File: config.mk
export PLATFORM = sky130hd
export DESIGN_NAME = mips_prog_loader_flat
export DESIGN_NICKNAME = d
export VERILOG_FILES = /design/src/rtl/mips_prog_loader_if.sv /design/src/rtl/mips_prog_loader.sv /design/src/flat_wrapper.sv
export SDC_FILE = /design/constraint.sdc
export NUM_CORES = 1
export LEC_CHECK = 0
export CORE_MARGIN = 5
export CORE_UTILIZATION = 25
export DETAILED_ROUTE_END_ITERATION = 6
export GPL_ROUTABILITY_DRIVEN = 0
export GPL_TIMING_DRIVEN = 0
export HOLD_SLACK_MARGIN = 0.08
export SLEW_MARGIN = 20
export SYNTH_ARGS = -nofsm -noshare
export SYNTH_HDL_FRONTEND = slang
export SYNTH_SLANG_ARGS = --single-unit
File: constraint.sdc
create_clock -name clk1 -period 2.3 [get_ports clk1]
set_clock_uncertainty 0.1 [all_clocks]
set_input_delay 0.46 -clock clk1 [delete_from_list [all_inputs] [get_ports clk1]]
set_output_delay 0.46 -clock clk1 [all_outputs]
set_load 0.02 [all_outputs]
File: src/rtl/mips_prog_loader_if.sv
// rtl/mips_prog_loader_if.sv - host byte link, memory write port and run control of the program loader
//
// Signals:
//   in_valid/in_data/in_ready : host byte stream, transfer = in_valid & in_ready
//   mem_we/mem_addr/mem_wdata : one-cycle word write into core memory
//   cpu_run/cpu_halted        : core release and HLT report
//   load_err/busy             : frame status
// Modports:
//   master : loader side (drives ready, memory port, run control, status)
//   slave  : host/core side (drives stream bytes and the halt flag)
interface mips_prog_loader_if #(
  parameter int ADDR_W = 10
);
  logic              in_valid;
  logic [7:0]        in_data;
  logic              in_ready;
  logic              mem_we;
  logic [ADDR_W-1:0] mem_addr;
  logic [31:0]       mem_wdata;
  logic              cpu_run;
  logic              cpu_halted;
  logic              load_err;
  logic              busy;

  modport master (
    input  in_valid, in_data, cpu_halted,
    output in_ready, mem_we, mem_addr, mem_wdata, cpu_run, load_err, busy
  );

  modport slave (
    output in_valid, in_data, cpu_halted,
    input  in_ready, mem_we, mem_addr, mem_wdata, cpu_run, load_err, busy
  );
endinterface

File: src/rtl/mips_prog_loader.sv
// rtl/mips_prog_loader.sv - framed byte-stream program loader and run control for the MIPS32 core
//
// Frame: SYNC, N, 4*N big-endian data bytes, CSUM (XOR of N and all data bytes).
// Ports:
//   clk1  : clock, all state on its rising edge
//   rst_n : asynchronous active-low reset
//   bus   : mips_prog_loader_if.master (byte link, memory write port, run control, status)
module mips_prog_loader #(
  parameter int          ADDR_W    = 10,
  parameter int unsigned BASE_ADDR = 0,
  parameter logic [7:0]  SYNC      = 8'hA5
) (
  input  logic                clk1,
  input  logic                rst_n,
  mips_prog_loader_if.master  bus
);

  localparam logic [ADDR_W-1:0] BASE = ADDR_W'(BASE_ADDR);

  typedef enum logic [2:0] {
    S_IDLE,
    S_COUNT,
    S_DATA,
    S_CSUM,
    S_RUN
  } state_t;

  state_t            state;
  state_t            state_next;

  logic [7:0]        acc;
  logic [7:0]        words_left;
  logic [1:0]        byte_idx;
  logic [ADDR_W-1:0] word_idx;
  // Only the three earlier bytes of a word need holding; the fourth arrives with the write.
  logic [23:0]       asm_word;

  logic              take;
  logic              word_done;

  // Ready depends on state alone so there is no in_valid -> in_ready path.
  assign bus.in_ready = (state != S_RUN);
  assign take         = bus.in_valid && bus.in_ready;
  assign bus.cpu_run  = (state == S_RUN);
  assign bus.busy     = (state == S_COUNT) || (state == S_DATA) || (state == S_CSUM);

  always_ff @(posedge clk1 or negedge rst_n) begin
    if (!rst_n) begin
      state <= S_IDLE;
    end else begin
      state <= state_next;
    end
  end

  always_comb begin
    state_next = state;
    word_done  = 1'b0;
    case (state)
      S_IDLE: begin
        if (take && bus.in_data == SYNC) state_next = S_COUNT;
      end
      S_COUNT: begin
        if (take) state_next = (bus.in_data == 8'd0) ? S_CSUM : S_DATA;
      end
      S_DATA: begin
        if (take && byte_idx == 2'd3) begin
          word_done = 1'b1;
          if (words_left == 8'd1) state_next = S_CSUM;
        end
      end
      S_CSUM: begin
        if (take) state_next = (bus.in_data == acc) ? S_RUN : S_IDLE;
      end
      S_RUN: begin
        if (bus.cpu_halted) state_next = S_IDLE;
      end
      default: state_next = S_IDLE;
    endcase
  end

  always_ff @(posedge clk1 or negedge rst_n) begin
    if (!rst_n) begin
      acc           <= 8'd0;
      words_left    <= 8'd0;
      byte_idx      <= 2'd0;
      word_idx      <= '0;
      asm_word      <= 24'd0;
      bus.mem_we    <= 1'b0;
      bus.mem_addr  <= '0;
      bus.mem_wdata <= 32'd0;
      bus.load_err  <= 1'b0;
    end else begin
      bus.mem_we <= word_done;
      case (state)
        S_IDLE: begin
          if (take && bus.in_data == SYNC) bus.load_err <= 1'b0;
        end
        S_COUNT: begin
          if (take) begin
            acc        <= bus.in_data;
            words_left <= bus.in_data;
            byte_idx   <= 2'd0;
            word_idx   <= '0;
          end
        end
        S_DATA: begin
          if (take) begin
            asm_word <= {asm_word[15:0], bus.in_data};
            acc      <= acc ^ bus.in_data;
            byte_idx <= byte_idx + 2'd1;
          end
          if (word_done) begin
            // Address arithmetic wraps naturally at ADDR_W bits.
            bus.mem_addr  <= BASE + word_idx;
            bus.mem_wdata <= {asm_word, bus.in_data};
            word_idx      <= word_idx + 1'b1;
            words_left    <= words_left - 8'd1;
          end
        end
        S_CSUM: begin
          if (take && bus.in_data != acc) bus.load_err <= 1'b1;
        end
        default: ;
      endcase
    end
  end

endmodule

File: src/flat_wrapper.sv
// flat-port wrapper written by rule: the top's interface ports become plain ports
module mips_prog_loader_flat 
#(
  parameter int          ADDR_W    = 10,
  parameter int unsigned BASE_ADDR = 0,
  parameter logic [7:0]  SYNC      = 8'hA5
)
  (clk1, rst_n, bus_in_valid, bus_in_data, bus_cpu_halted, bus_in_ready, bus_mem_we, bus_mem_addr, bus_mem_wdata, bus_cpu_run, bus_load_err, bus_busy);
  mips_prog_loader_if #(.ADDR_W(ADDR_W)) bus_i ();
  input  logic clk1;
  input  logic rst_n;
  input wire logic [$bits(bus_i.in_valid)-1:0] bus_in_valid;
  input wire logic [$bits(bus_i.in_data)-1:0] bus_in_data;
  input wire logic [$bits(bus_i.cpu_halted)-1:0] bus_cpu_halted;
  output wire logic [$bits(bus_i.in_ready)-1:0] bus_in_ready;
  output wire logic [$bits(bus_i.mem_we)-1:0] bus_mem_we;
  output wire logic [$bits(bus_i.mem_addr)-1:0] bus_mem_addr;
  output wire logic [$bits(bus_i.mem_wdata)-1:0] bus_mem_wdata;
  output wire logic [$bits(bus_i.cpu_run)-1:0] bus_cpu_run;
  output wire logic [$bits(bus_i.load_err)-1:0] bus_load_err;
  output wire logic [$bits(bus_i.busy)-1:0] bus_busy;
  assign bus_i.in_valid = bus_in_valid;
  assign bus_i.in_data = bus_in_data;
  assign bus_i.cpu_halted = bus_cpu_halted;
  assign bus_in_ready = bus_i.in_ready;
  assign bus_mem_we = bus_i.mem_we;
  assign bus_mem_addr = bus_i.mem_addr;
  assign bus_mem_wdata = bus_i.mem_wdata;
  assign bus_cpu_run = bus_i.cpu_run;
  assign bus_load_err = bus_i.load_err;
  assign bus_busy = bus_i.busy;
  mips_prog_loader #(.ADDR_W(ADDR_W), .BASE_ADDR(BASE_ADDR), .SYNC(SYNC)) u_core (.clk1(clk1), .rst_n(rst_n), .bus(bus_i));
endmodule
==> flow_metrics.py, run 1 <==
metrics = {
    "status": {
        "status": "complete, no violations",
    },
    "sta": {
        "worstMarginPinSlew_ps": 525,
        "timing_hold_violations_final": 0,
        "slew_violations": 0,
        "fin_crit_sh": 0.934,
        "tns_ps": 0,
        "grt_setup_unrepaired": "no",
        "setup_ws_ps": 153,
        "clock.fmax_mhz": 466,
        "setup_viol": 0,
        "timing.slew.headroom": 0.650,
        "min_period_ps": 2150,
    },
    "clocking": {
        "clock_latency_ps": 350,
        "cts_tree": "built",
        "cts_buffer_depth": 2,
        "post-cts-setup-buffers": 0,
        "clk_pin_slew_ps": 80,
        "cts_root_buffer": "clkbuf_16",
        "htreeDepth": 3,
        "cts_buffers": 9,
        "clkSinkCount": 99,
    },
    "synth": {
        "synth-edff-count": 0,
        "netlist_area_um2": 4570,
        "synthMuxAreaShare": 0.169,
        "synth_compound_area_frac": 0.110,
        "synth_simple_gate_area_share": 0.105,
        "synth_adder_area_share": 0.0109,
        "yosysTopAreaCellShare": 0.542,
        "synth_top_cell_by_area": "dfrtp_1",
        "syn_nets": 378,
        "yosysMostFrequentCell": "dfrtp_1",
        "synth_top_family_by_area": "multiplexers",
        "synth-seq-cells": 99,
        "syn_avg_cell_area_um2": 12.6,
        "synth_area_leaders": "dfrtp_1 54%, mux2_2 15%, a21oi_1 2.5%",
        "yosysSeqAreaShare": 0.542,
        "synth-xor-area-share": 0.0230,
        "synthCells": 362,
        "ys_types": 62,
        "async_flop_share": 1.00,
        "synth_common_cells": "99 x dfrtp_1, 62 x mux2_2, 23 x a21oi_1, 22 x o21ai_0, 18 x nor2_1",
        "synth_flop_cell": "dfrtp_1",
        "yosys_warnings": 0,
    },
    "place": {
        "dp.cells": 643,
        "dpl_cell_area_um2": 5400,
        "place_ws_ps": -214,
        "portBuffers": 51,
        "place.detailed.hpwl_mm": 7.63,
    },
    "finish": {
        "final_cells": 660,
        "fin_util": 0.318,
        "seqCellArea_um2": 2480,
        "n_fill_cell": 1770,
        "syn2layout_area_growth_pct": 25.1,
        "drive_gt1_frac": 0.276,
        "n_antenna_cell": 0,
        "nets": 442,
        "multi_input_area_um2": 1920,
        "final_area_um2": 5720,
    },
    "grt": {
        "grt.total_usage": 0.103,
        "antenna_found_initial": 0,
        "grt_pass1_vias": 3240,
        "grt_overflow": 0,
        "grt_max_degree": 71,
        "grt_pass1_wl_mm": 17.7,
    },
    "pwr": {
        "p_comb_frac": 0.369,
        "p_leak_nw": 2.51,
        "p_int_mw": 4.57,
        "p_switching_mw": 2.52,
        "p_seq_frac": 0.404,
        "switching_share": 0.355,
        "peakVddDrop_uv": 428,
        "powerDensity_nw_per_um2": 1240,
        "power_frac_clock": 0.227,
    },
    "route": {
        "drt_iter0_drc": 195,
        "wl_per_cell_um": 16.0,
        "drt_first_pass_iters": 7,
        "ant_nets": 0,
        "via_count": 3089,
        "wirelength_mm": 10.6,
        "vias_per_cell": 4.68,
        "drcViolationCount": 0,
    },
    "floorplan": {
        "core_area_um2": 18000,
        "core.rowCount": 49,
        "chipWidth_um": 145,
        "die_h_um": 145,
        "initial_core_util": 0.255,
        "dieArea_um2": 21100,
        "io_pins": 59,
    },
    "critical_path": {
        "critical_path_class": "flip-flop to output port",
        "critPathArrivalTime_ps": 1590,
        "cp_max_fo": 10,
        "startpoint_type": "flip-flop",
        "worstPathRequired_ps": 1740,
        "end_kind": "output port",
    },
    "run": {
        "drv_cap": 0,
    },
    "worst_hold_path": {
        "hp-class": "flip-flop to flip-flop",
    },
}
==> routing by layer <==
metal  routed length, µm  GRT usage
met5                   0          0
met4                 104     0.0238
met3                 613     0.0359
met2                5050      0.166
met1                4800      0.133
==> layout make-up <==
cell class,instances,area share
Sequential cell,99,0.433
Multi-Input combinational cell,233,0.335
Timing Repair Buffer,53,0.0941
Tap cell,229,0.0501
Clock buffer,9,0.0394
Buffer,23,0.0271
Clock inverter,7,0.0164
Inverter,7,0.00460
==> logic make-up after synthesis <==
| kind of cell | Yosys count |
|---|---|
| simple gates | 74 |
| fa+ha+maj | 4 |
| compound gates | 74 |
| xor+xnor | 12 |
| buf+inv | 30 |
| mux | 69 |
| flops | 99 |
==> registers in the layout (all words and copies together) (netlist names) <==
| name | flops |
|---|---|
| u_core.state | 3 |
| u_core.bus.mem_wdata | 32 |
| u_core.asm_word | 24 |
| u_core.words_left | 8 |
| u_core.word_idx | 10 |
| u_core.bus.mem_addr | 10 |
| u_core.bus.load_err | 1 |
| u_core.acc | 8 |
| u_core.bus.mem_we | 1 |
| u_core.byte_idx | 2 |
==> timing repair <==
item | in CTS | in global routing
endpoints found under the hold margin | 29 | 0
endpoints found under the setup margin | 3 | 2
resized for setup | 7 | 2
hold buffers | 1 | 0
==> critical path, cell delays in order, from the launching register on <==
cell     delay, ps
dfrtp_1        400
buf_4          190
or3b_4         430
inv_1           60
buf_2          150
==> final timing paths <==
path | cells past startpoint | slack [ps] | from | to
max in group asynchronous | 3 | 1000 | rst_n | u_core.acc[1]$_DFFE_PN0P_
worst max register to register | 5 | 250 | u_core.byte_idx[0]$_DFFE_PN0P_ | u_core.words_left[0]$_DFFE_PN0P_
worst min-delay path | 1 | 380 | u_core.byte_idx[0]$_DFFE_PN0P_ | u_core.byte_idx[0]$_DFFE_PN0P_
min in group asynchronous | 2 | 450 | rst_n | u_core.bus.mem_addr[5]$_DFFE_PN0P_
worst max-delay path | 4 | 150 | u_core.state[1]$_DFFE_PN0P_ | bus_cpu_run
worst min register to register | 1 | 380 | u_core.byte_idx[0]$_DFFE_PN0P_ | u_core.byte_idx[0]$_DFFE_PN0P_
==> through the flow <==
| step | total power, mW | hold WS [ps] |
|---|---|---|
| final | 7.09 | 380 |
| after global routing | 7.54 | 396 |
| after CTS | 7.18 | 381 |
| after detailed placement | 5.55 | 265 |
| after global placement | 5.43 | 369 |
| after floorplan | 4.52 | 64.4 |
==> cells in the final DEF (no fill, tap or decap), types with 3 or more instances in the layout <==
cell,n
mux2_2,62
o21ai_0,22
clkbuf_1,6
clkbuf_2,3
xnor2_1,3
buf_2,6
inv_1,7
nor2_1,18
clkdlybuf4s50_1,47
a21o_1,4
nor3b_1,4
xor2_1,9
dfrtp_1,99
clkbuf_16,9
mux2_1,5
nor3_1,3
ha_1,4
o21a_1,3
nand3_1,11
nand2_1,7
and3_1,3
a21oi_1,23
buf_6,7
or3_1,4
buf_4,4
==> power groups by stage <==
stage | Clock [mW] | Sequential [mW] | Combinational (mW)
5_1_grt | 1.72 | 2.95 | 2.86
3_3_place_gp | 0 | 2.86 | 2.56
3_5_place_dp | 0 | 2.90 | 2.65
2_1_floorplan | 0 | 3.06 | 1.46
4_1_cts | 1.65 | 2.87 | 2.65
6_report | 1.61 | 2.87 | 2.62
Power figures use the tool's default switching activity.
==> inputs of run 2 (changes only) <==
--- a/config.mk
+++ b/config.mk
@@ -11,6 +11,7 @@
 export GPL_ROUTABILITY_DRIVEN = 0
 export GPL_TIMING_DRIVEN = 0
 export HOLD_SLACK_MARGIN = 0.08
+export PLACE_DENSITY = 0.51
 export SLEW_MARGIN = 20
 export SYNTH_ARGS = -nofsm -noshare
 export SYNTH_HDL_FRONTEND = slang
==> run 2 against run 1 <==
  * Sequential cell count stayed put
  * Fmax decreased by 3.6%
  * First-iteration DRC count decreased by 35%
  * Non-clock buffer count grew 1
  * Power grew 2.8%
  * Hold slack better by 11 ps
  * Count of clock-buffer cells in the layout is the same
  * Critical path type unchanged
  * Largest cell class unchanged
  * Highest routed layer unchanged
==> flow_metrics.py, run 2 (synthesis results as in run 1) <==
metrics = {
    "finish": {
        "nets": 443,
        "n_antenna_cell": 0,
        "largest_reg_flops": 32,
        "syn2layout_area_growth_pct": 26.3,
        "final_cell_mix": "99 x dfrtp_1, 62 x mux2_2, 47 x clkdlybuf4s50_1",
        "reg.largest.list": "u_core.bus.mem_wdata: 32 flops, u_core.asm_word: 24 flops",
        "top_register": "u_core.bus.mem_wdata",
        "final_common_cell": "dfrtp_1",
        "drive_gt1_frac": 0.274,
    },
    "place": {
        "place.detailed.hpwl_mm": 7.56,
        "portBuffers": 51,
        "place_ws_ps": -214,
    },
    "critical_path": {
        "critical_path_class": "flip-flop to output port",
        "slowest_delay_ps": 430,
        "r2r_end": "u_core.words_left[5]$_DFFE_PN0P_",
        "reg2reg_from": "u_core.byte_idx[0]$_DFFE_PN0P_",
        "crit_family": "buffers and inverters",
        "cp.depth": 3,
        "startpoint": "u_core.state[1]$_DFFE_PN0P_",
        "worst_r2r_path_depth": 5,
        "worstPathRequired_ps": 1740,
        "crit_slowest_cell": "or3b_4",
        "rrSetupSlack_ps": 240,
        "critPathBufInv": 2,
        "end_kind": "output port",
        "cp_max_fo": 10,
        "critPathArrivalTime_ps": 1670,
        "startpoint_type": "flip-flop",
        "critPathCapture": "bus_in_ready",
        "cp_cell_sequence": "buf_4 -> or3b_4 -> clkdlybuf4s15_1",
    },
    "route": {
        "drt_iter0_drc": 127,
        "vias_per_cell": 4.63,
        "ant_nets": 0,
        "drcViolationCount": 0,
        "drt_first_pass_iters": 4,
        "wirelength_mm": 10.4,
        "wl_per_cell_um": 15.8,
        "via_count": 3056,
    },
    "clocking": {
        "cts_tree": "built",
        "clk_pin_slew_ps": 70,
        "clock_latency_ps": 350,
        "cts_root_buffer": "clkbuf_16",
        "clkSinkCount": 99,
        "htreeDepth": 3,
        "cts_buffer_depth": 2,
        "cts_buffers": 9,
    },
    "run": {
        "drv_cap": 0,
    },
    "pwr": {
        "peakVddDrop_uv": 542,
        "p_leak_nw": 2.54,
        "powerDensity_nw_per_um2": 1260,
    },
    "floorplan": {
        "io_pins": 59,
        "dieArea_um2": 21100,
        "die_h_um": 145,
        "core_area_um2": 18000,
        "initial_core_util": 0.255,
        "core.rowCount": 49,
        "chipWidth_um": 145,
    },
    "sta": {
        "slew_violations": 0,
        "setup_viol": 0,
        "clock.fmax_mhz": 449,
        "timing_hold_violations_final": 0,
        "fin_crit_sh": 0.969,
        "min_period_ps": 2230,
        "worstMarginPinSlew_ps": 555,
        "holdWs_ps": 391,
        "timing.slew.headroom": 0.628,
        "setup_ws_ps": 72.2,
    },
    "grt": {
        "grt_overflow": 0,
        "grt_max_degree": 69,
        "grt.total_usage": 0.102,
        "grt_pass1_vias": 3153,
        "grt_pass1_wl_mm": 17.7,
        "antenna_found_initial": 0,
    },
    "status": {
        "status": "complete, no violations",
    },
    "worst_hold_path": {
        "hp-class": "flip-flop to flip-flop",
        "worstHoldPathCells": 1,
    },
}
==> run 2: cell types whose count changed in the layout (fill, tap and decap cells not counted), sizes merged <==
cell and delta:
inv -2, clkinv -2, clkbuf -1, buf +1, bufinv +3, clkdlybuf4s15 +1
==> run 2: worst min path at each step <==
| stage | to | start |
|---|---|---|
| 5_1_grt | u_core.acc[2]$_DFFE_PN0P_ | bus_in_data[2] |
| 3_3_place_gp | u_core.byte_idx[0]$_DFFE_PN0P_ | u_core.byte_idx[0]$_DFFE_PN0P_ |
| 2_1_floorplan | u_core.acc[0]$_DFFE_PN0P_ | rst_n |
| 3_5_place_dp | u_core.bus.mem_addr[4]$_DFFE_PN0P_ | rst_n |
| 6_report | u_core.byte_idx[0]$_DFFE_PN0P_ | u_core.byte_idx[0]$_DFFE_PN0P_ |
| 4_1_cts | u_core.acc[2]$_DFFE_PN0P_ | bus_in_data[2] |
==> run 2: cell type report <==
class                      count  area [µm²]
fill                        1793       12200
sequential                    99        2480
multi-input combinational    233        1920
timing repair buffer          54         551
tap                          229         287
clock buffer                   9         225
buffer                        23         155
clock inverter                 6         136
inverter                       7        26.3
==> run 2: per-layer routing <==
metal | GRT usage | part of all wire | vias up
li1 | - | - | 1441
met1 | 0.138 | 0.46 | 1549
met2 | 0.162 | 0.48 | 60
met3 | 0.0355 | 0.051 | 6
met4 | 0.0182 | 0.0069 | 0
met5 | 0 | 0 | -
==> run 2: timing repair <==
action,4_1_cts,5_1_grt
gates resized for setup,7,1
hold buffers,1,0
cloned,0,0
setup buffers,0,1
endpoints found under the setup margin,3,2
endpoints found under the hold margin,31,0
==> run 2: metrics by stage <==
step	cell area, µm²	power (mW)	setup TNS (ps)	utilization	std cells
after floorplan	4570	4.52	0	-	362
after global placement	5370	5.45	-317550	0.299	642
after detailed placement	5400	5.53	-7240	0.300	643
after CTS	5770	7.39	0	0.321	659
after global routing	5770	7.75	-0.913	0.321	660
final	5770	7.29	0	0.321	660
==> run 2: where the power goes <==
group	internal (mW)	switching, mW	leakage, nW
sequential	2.38	0.469	1.28
clock	1.17	0.652	0.172
combinational	1.32	1.29	1.09
==> inputs of run 3 (changes only) <==
--- a/config.mk
+++ b/config.mk
@@ -12,6 +12,7 @@
 export GPL_TIMING_DRIVEN = 0
 export HOLD_SLACK_MARGIN = 0.08
 export PLACE_DENSITY = 0.51
+export REMOVE_ABC_BUFFERS = 1
 export SLEW_MARGIN = 20
 export SYNTH_ARGS = -nofsm -noshare
 export SYNTH_HDL_FRONTEND = slang
==> constraint.sdc (replaced) <==
create_clock -name clk1 -period 2.3 [get_ports clk1]
set_clock_uncertainty 0.1 [all_clocks]
set_input_delay 0.69 -clock clk1 [delete_from_list [all_inputs] [get_ports clk1]]
set_output_delay 0.69 -clock clk1 [all_outputs]
set_load 0.02 [all_outputs]
==> run 3 against run 2 <==
  * Routed wire length is 6.7% lower
  * Die area stayed put
  * Core utilization down 0.24 points
  * Largest cell class unchanged
  * Count of clock-buffer cells in the layout is 1 higher
  * Critical path type unchanged
  * Worst setup slack better by 18 ps
  * Sequential cell count stayed put
  * Largest power group unchanged
  * Sequential power about the same
  * Fmax increased by 0.82%
  * Via count down 2.4%
==> flow_metrics.py, run 3 (synthesis results as in run 1) <==
metrics = {
    "pwr": {
        "peakVddDrop_uv": 609,
        "total_power_mw": 6.94,
        "p_switching_mw": 2.38,
        "p_leak_nw": 2.48,
        "p_int_mw": 4.56,
        "p_seq_frac": 0.408,
        "power_frac_clock": 0.216,
        "p_comb_frac": 0.376,
        "switching_share": 0.343,
        "powerDensity_nw_per_um2": 1210,
    },
    "finish": {
        "final_area_um2": 5730,
        "syn2layout_area_growth_pct": 25.3,
        "n_antenna_cell": 0,
        "fin_util": 0.319,
        "n_fill_cell": 1800,
        "nets": 434,
        "final_cells": 651,
        "final_common_cell": "dfrtp_1",
        "reg.largest.list": "u_core.bus.mem_wdata: 32 flops, u_core.asm_word: 24 flops",
        "top_register": "u_core.bus.mem_wdata",
        "final_cell_mix": "96 x dfrtp_1, 62 x mux2_2, 53 x clkdlybuf4s50_1",
        "drive_gt1_frac": 0.275,
        "largest_reg_flops": 32,
    },
    "floorplan": {
        "core_area_um2": 18000,
        "die_h_um": 145,
        "initial_core_util": 0.255,
        "io_pins": 59,
        "core.rowCount": 49,
        "chipWidth_um": 145,
        "dieArea_um2": 21100,
    },
    "sta": {
        "slew_violations": 0,
        "min_period_ps": 2210,
        "tns_ps": 0,
        "clock.fmax_mhz": 453,
        "setup_viol": 0,
        "timing_hold_violations_final": 0,
        "worstMarginPinSlew_ps": 596,
        "grt_setup_unrepaired": "no",
        "timing.slew.headroom": 0.602,
        "fin_crit_sh": 0.961,
    },
    "critical_path": {
        "cp_cell_sequence": "or3b_4 -> inv_1 -> buf_2",
        "worstPathRequired_ps": 1510,
        "crit_slowest_cell": "or3b_4",
        "r2r_end": "u_core.bus.mem_wdata[31]$_DFFE_PN0P_",
        "cp_max_fo": 4,
        "end_kind": "output port",
        "rrSetupSlack_ps": 190,
        "critPathArrivalTime_ps": 1420,
        "crit_family": "simple AND/OR/NAND/NOR gates",
        "critPathBufInv": 2,
        "worst_r2r_path_depth": 6,
        "cp.depth": 3,
        "critical_path_class": "flip-flop to output port",
        "slowest_delay_ps": 430,
        "startpoint": "u_core.state[1]$_DFFE_PN0P_",
        "reg2reg_from": "u_core.state[0]$_DFFE_PN0P_",
        "startpoint_type": "flip-flop",
    },
    "route": {
        "drt_first_pass_iters": 4,
        "wirelength_mm": 9.71,
        "wl_per_cell_um": 14.9,
        "wl_met1_mm": 4.33,
        "dr_wl_met3_um": 467,
        "top_layer_used": "met4",
        "via_count": 2983,
        "drcViolationCount": 0,
        "dr_wl_met2_mm": 4.83,
        "ant_nets": 0,
        "drt_iter0_drc": 106,
        "vias_per_cell": 4.58,
    },
    "worst_hold_path": {
        "hp-class": "input pin to asynchronous set/reset pin",
    },
    "run": {
        "drv_cap": 0,
    },
    "place": {
        "dp.cells": 629,
        "place.detailed.hpwl_mm": 6.69,
        "portBuffers": 58,
        "dpl_cell_area_um2": 5360,
    },
    "grt": {
        "grt_overflow": 0,
        "antenna_found_initial": 0,
        "grt_pass1_vias": 3170,
        "grt_max_degree": 66,
        "grt.total_usage": 0.0974,
        "grt_pass1_wl_mm": 16.8,
    },
    "status": {
        "status": "complete, no violations",
    },
    "clocking": {
        "cts_root_buffer": "clkbuf_16",
        "clk_pin_slew_ps": 70,
        "htreeDepth": 3,
        "cts_tree": "built",
        "postCtsHoldBufs": 0,
        "cts_buffer_depth": 2,
        "clkSinkCount": 99,
        "cts_buffers": 9,
        "clock_latency_ps": 350,
    },
}
-- run 3: cell types whose count changed in the layout (fill, tap and decap cells not counted), moves of 3 or more --
cell / before / now
clkbuf_1: 6 / 1
dfrtp_1: 99 / 96
bufinv_16: 4 / 1
dfrtp_2: 0 / 3
buf_6: 7 / 1
clkdlybuf4s50_1: 47 / 53
buf_2: 6 / 2
buf_4: 5 / 8
-- run 3: power groups by stage --
stage                     sequential, mW  combinational [mW]  clock [mW]
after global placement              2.88                2.42           0
after floorplan                     3.09                1.32           0
after CTS                           2.84                2.66        1.58
after global routing                2.94                2.86        1.65
after detailed placement            2.92                2.53           0
final                               2.83                2.61        1.50
-- run 3: worst max-delay path by stage --
stage	slack (ps)	to
3_5_place_dp	-1320	u_core.bus.mem_wdata[31]$_DFFE_PN0P_
6_report	90	bus_cpu_run
5_1_grt	4	u_core.bus.load_err$_DFFE_PN0P_
2_1_floorplan	-740	u_core.bus.mem_wdata[31]$_DFFE_PN0P_
3_3_place_gp	-3360	u_core.asm_word[16]$_DFFE_PN0P_
4_1_cts	20	bus_in_ready
-- run 3: layer usage --
metal | up-vias | GRT usage
met5 | - | 0
li1 | 1416 | -
met4 | 0 | 0.0168
met1 | 1508 | 0.120
met2 | 55 | 0.163
met3 | 4 | 0.0393
-- run 3: metrics by stage --
stage | setup WS (ps) | hold WS [ps]
after global routing | 3.93 | 140
after CTS | 16.5 | 131
after global placement | -3360 | 360
after floorplan | -739 | 294
final | 90.4 | 129
after detailed placement | -1320 | 369
-- run 3: final cells by class --
type,count,area (µm²),area share
Timing Repair Buffer,68,686,0.120
Clock inverter,5,62.6,0.0109
Clock buffer,10,229,0.0400
Sequential cell,99,2480,0.433
Inverter,7,26.3,0.00459
Multi-Input combinational cell,233,1960,0.342
Tap cell,229,287,0.0500
-- run 3: timing repair --
action / CTS / global route
pin swaps: 1 / 0
gates resized for setup: 18 / 3
endpoints found under the hold margin: 0 / 0
endpoints found under the setup margin: 67 / 3
setup buffers: 7 / 0
